===== config.mk =====
export PLATFORM = sky130hd
export DESIGN_NAME = pc_sequencer
export DESIGN_NICKNAME = d
export VERILOG_FILES = /design/src/rtl/pc_sequencer.sv
export SDC_FILE = /design/constraint.sdc
export NUM_CORES = 1
export LEC_CHECK = 0
export BUFFER_PORTS_ARGS = -buffer_cell sky130_fd_sc_hd__buf_2
export CAP_MARGIN = 25
export CELL_PAD_IN_SITES_DETAIL_PLACEMENT = 0
export CELL_PAD_IN_SITES_GLOBAL_PLACEMENT = 2
export CORE_MARGIN = 8
export CORE_UTILIZATION = 25
export DETAILED_ROUTE_END_ITERATION = 8
export PLACE_DENSITY_LB_ADDON = 0.2
export SYNTH_ARGS = -nofsm -noshare
export SYNTH_HDL_FRONTEND = slang
export SYNTH_SLANG_ARGS = --single-unit

===== constraint.sdc =====
create_clock -name CLK -period 2.1 [get_ports CLK]
set_clock_uncertainty 0.15 [all_clocks]
set_input_delay 0.105 -clock CLK [delete_from_list [all_inputs] [get_ports CLK]]
set_output_delay 0.105 -clock CLK [all_outputs]
set_load 0.01 [all_outputs]

===== src/rtl/pc_sequencer.sv =====
// Next-PC controller for the MIPS fetch stage: chooses sequential, redirect,
// exception or hold, and buffers redirects while instruction memory is busy.
module pc_sequencer #(
  parameter logic [31:0] RESET_VECTOR = 32'h0000_0000,
  parameter logic [31:0] EXC_VECTOR   = 32'h8000_0180
) (
  input  logic        CLK,
  input  logic        Reset,
  input  logic [31:0] PCResult,
  input  logic        imem_ready,
  input  logic        hazard_stall,
  input  logic        branch_taken,
  input  logic [31:0] branch_target,
  input  logic        jump,
  input  logic [31:0] jump_target,
  input  logic        exception,
  output logic [31:0] PC_Next,
  output logic        w_en,
  output logic        flush_if,
  output logic        flush_id,
  output logic [31:0] epc,
  output logic [15:0] redirect_count
);

  localparam int unsigned AW = 32;
  localparam int unsigned CW = 16;

  typedef enum logic [1:0] {BOOT, RUN, PEND} state_t;

  state_t          state;
  state_t          state_d;
  logic [AW-1:0]   pending;
  logic [AW-1:0]   pending_d;
  logic [AW-1:0]   epc_d;
  logic [AW-1:0]   pc_next_raw;
  logic [AW-1:0]   target;
  logic            redirect;

  // Redirect target in RUN, by priority: exception, branch, jump.
  always_comb begin
    target = jump_target;
    if (exception)         target = EXC_VECTOR;
    else if (branch_taken) target = branch_target;
  end

  // Next-state and combinational PC-register controls.
  always_comb begin
    state_d     = state;
    pending_d   = pending;
    epc_d       = epc;
    pc_next_raw = PCResult;
    w_en        = 1'b0;
    flush_if    = 1'b0;
    flush_id    = 1'b0;
    redirect    = 1'b0;

    if (Reset) begin
      pc_next_raw = RESET_VECTOR;
    end else begin
      case (state)
        BOOT: begin
          pc_next_raw = RESET_VECTOR;
          w_en        = 1'b1;
          state_d     = RUN;
        end
        RUN: begin
          if (exception || branch_taken || jump) begin
            redirect = 1'b1;
            flush_if = 1'b1;
            flush_id = exception || branch_taken;
            if (exception) epc_d = PCResult;
            if (imem_ready) begin
              pc_next_raw = target;
              w_en        = 1'b1;
            end else begin
              pending_d = target;
              state_d   = PEND;
            end
          end else if (!hazard_stall && imem_ready) begin
            pc_next_raw = PCResult + AW'(4);
            w_en        = 1'b1;
          end
        end
        PEND: begin
          // Branch/jump/stall here come from squashed instructions.
          if (exception) begin
            redirect  = 1'b1;
            flush_if  = 1'b1;
            flush_id  = 1'b1;
            epc_d     = pending;
            pending_d = EXC_VECTOR;
            if (imem_ready) begin
              pc_next_raw = EXC_VECTOR;
              w_en        = 1'b1;
              state_d     = RUN;
            end
          end else if (imem_ready) begin
            pc_next_raw = pending;
            w_en        = 1'b1;
            state_d     = RUN;
          end
        end
        default: state_d = BOOT;
      endcase
    end
  end

  assign PC_Next = pc_next_raw & ~AW'(3);

  always_ff @(posedge CLK) begin
    if (Reset) begin
      state          <= BOOT;
      pending        <= '0;
      epc            <= '0;
      redirect_count <= '0;
    end else begin
      state   <= state_d;
      pending <= pending_d;
      epc     <= epc_d;
      if (redirect && (redirect_count != {CW{1'b1}}))
        redirect_count <= redirect_count + CW'(1);
    end
  end

endmodule


==> impl_metrics.toml <==
[run_status]
status = "finished, violations left"
violations = "setup timing"

[global_route]
grt_pass1_vias = 7734
grt_antenna_before_repair = 0
grt.overflow.total = 0
grt_max_degree = 81
grt_usage_pct = 18.5
grt_pass1_wl_mm = 45.1

[worst_setup_path]
critPathLaunchType = "input port"
critPathCaptureType = "primary output"
r2r_start = "state[0]"
path_class = "input port to primary output"
r2r-end = "redirect_count[11]"
cp_cell_sequence = "buf_6 > ha_4 > nand4b_4 > buf_6 > nor4_4 > a311oi_2 > or4_4 > a221oi_4 > buf_2"
critPathBufInv = 3
r2r_cells = 9
worst_path_most_repeated_cell = "buf_6"
crit_path_top_delay_cell = "or4_4"
reg2reg_slack_ns = -0.10
worst-path-max-fanout = 2
max_stage_delay_ns = 0.58
crit_start = "PCResult[2]"
cp_top_family = "simple AND/OR/NAND/NOR gates"
required_ns = 1.85
cp.arrival_ns = 2.10
crit_cells = 9

[final_layout]
antennaDiodeCount = 0
area_growth_pct = 64.9
layout.cells.non_filler = 1492
multi_input_area_mm2 = 0.00487
regArea_mm2 = 0.00165
nFillCells = 2554
nets = 1266
final_util_pct = 41.5
drive_above_1_share_pct = 46.4

[floorplan]
start_util_pct = 25.1
io_pins = 186
rows = 58
die_h_um = 174
dieArea_mm2 = 0.0304
core_area_mm2 = 0.0249
die_x_um = 174

[synthesis]
synth_edf_count = 0
avgSynthCellArea_um2 = 7.55
yosys_warnings = 0
ys_seq_area_share_pct = 26.2
synthFlopType = "dfxtp_1"
synthCells = 829
ys_seq_elements = 82
synthDistinctLibCells = 75
netlist_area_mm2 = 0.00626
synth-async-reset-ratio_pct = 0

[cts]
clk_latency_ns = 0.35
cts_tree = "built"
tritoncts.num_buffers = 9
htreeDepth = 3
clkSinkCount = 82
root_buffer = "clkbuf_16"
cts_buffer_depth = 2
clk_pin_slew_worst_paths_ns = 0.07

[worst_hold_path]
holdPathStages = 4
min_to = "pending[0]"
hold_path_class = "input port to flip-flop"
min_from = "jump_target[0]"

[sta]
setup-violations-final = 59
rsz0062_at_grt = "yes"
hold_viol_final = 0
maxSlewViolCount = 0
finalCritPeriodShare_pct = 112
post-route-min-period_ns = 2.36
worst_slack_ns = -0.258
fmax_ghz = 0.424

[place]
io_buffers = 183
dp_cells = 1417
routabilityCongestion = 0.820
hpwl_mm = 21.4

[flow_run]
cap_violations = 0

[drt]
vias = 7700
drt_iter0_drc = 413
wl_per_cell_um = 19.8
post-route-drc-count = 0
routed_wl_mm = 29.5
firstDrtPassIters = 5
ant_nets = 0
via_per_inst = 5.16

[pwr]
leakagePower_nw = 4.24
powerDensity_mw_per_mm2 = 579
p_total_mw = 5.98
irDropWorstVdd_uv = 422
[cells by family after synthesis]
logic type	Yosys count	synth area share (%)
AND/OR/NAND/NOR	303	25.9
flip-flops	82	26.2
multiplexers	68	10.9
XOR/XNOR	8	1.12
other	1	0.0599
buffers and inverters	103	6.82
AO/OA/AOI/OAI	258	27.8
adder cells (fa/ha/maj)	6	1.20
[tightest hold or removal path: stages]
cell and delay (ns):
buf_2 0.10, mux2i_1 0.12, or4_1 0.13, a21oi_2 0.04
[per-layer routing]
layer	track usage [%]	share of wire, %
met3	3.45	4.4
met1	24.8	47
met2	30.4	47
met4	4.06	1.3
met5	0	0
[layout make-up]
cell class	instances	share of cell area [%]
Timing Repair Buffer	395	28.7
Clock inverter	7	1.04
Clock buffer	9	2.18
Multi-Input combinational cell	646	47.1
Sequential cell	82	16.0
Tap cell	330	4.00
Inverter	23	0.921
[metrics by stage]
step	setup TNS, ns	setup WS, ns	hold slack [ns]	area, um^2
floorplan	-0.0299	-0.0299	0.170	6290
global placement	-10.23	-0.371	0.298	8580
detailed placement	-11.04	-0.372	0.302	8580
CTS	-4.54	-0.254	0.0302	9670
global route	-11.28	-0.349	0.0657	10300
finish	-5.87	-0.258	0.0386	10300
[registers in the layout (all words and copies together) (netlist names)]
register	flops
epc	32
pending	32
redirect_count	16
state	2
[how the worst max path moves through the flow]
stage | slack [ns] | endpoint
finish | -0.26 | PC_Next[30]
global route | -0.35 | PC_Next[4]
CTS | -0.25 | PC_Next[30]
detailed placement | -0.37 | PC_Next[18]
global placement | -0.37 | PC_Next[18]
floorplan | -0.03 | redirect_count[13]
[cell usage after synthesis (6+ instances only)]
library cell | number | area (um^2)
dfxtp_1 | 82 | 1640
nor2_1 | 80 | 300
a21oi_1 | 77 | 385
nand2_1 | 70 | 263
mux2i_1 | 68 | 681
clkbuf_1 | 53 | 199
a211oi_1 | 42 | 315
o21ai_0 | 27 | 135
nand4_1 | 23 | 144
or4_1 | 22 | 165
inv_1 | 21 | 78.8
nand3_1 | 21 | 105
buf_2 | 17 | 85.1
nor3_1 | 14 | 70.1
or3_1 | 13 | 81.3
a221oi_1 | 11 | 96.3
nor2b_1 | 10 | 62.6
o21ai_1 | 10 | 50.1
a21o_1 | 9 | 67.6
and3_1 | 9 | 56.3
o22ai_1 | 9 | 56.3
nand2b_1 | 7 | 43.8
a31oi_1 | 6 | 37.5
buf_1 | 6 | 22.5
ha_1 | 6 | 75.1
nor4_1 | 6 | 37.5
xor2_1 | 6 | 52.6
[layout by cell type (no fill, tap or decap), types with 11 or more instances in the layout]
cell type  count
buf_12        15
a21oi_2       24
nand2_1       65
or4_1         15
nand3_1       17
buf_4        153
buf_6         36
a21oi_1       46
nor3_1        11
a211oi_1      37
mux2i_1       68
dfxtp_1       80
inv_1         18
o21ai_0       22
nor2_1        77
buf_2        174
nand4_1       23
clkbuf_16     11
[where the power goes]
group / switching [mW] / leakage (nW) / internal [mW]
Sequential: 0.0870 / 0.669 / 1.69
Combinational: 1.20 / 3.41 / 1.12
Clock: 0.811 / 0.160 / 1.07
Total: 2.10 / 4.24 / 3.88
[what timing repair did]
item	in CTS	in global routing
gates cloned	2	2
pin swaps	38	50
setup buffers	25	31
hold buffers	5	0
hold endpoints to repair	5	0
resized for setup	108	98
endpoints found under the setup margin	93	73
Note: power is estimated with default switching activity, not from simulation.
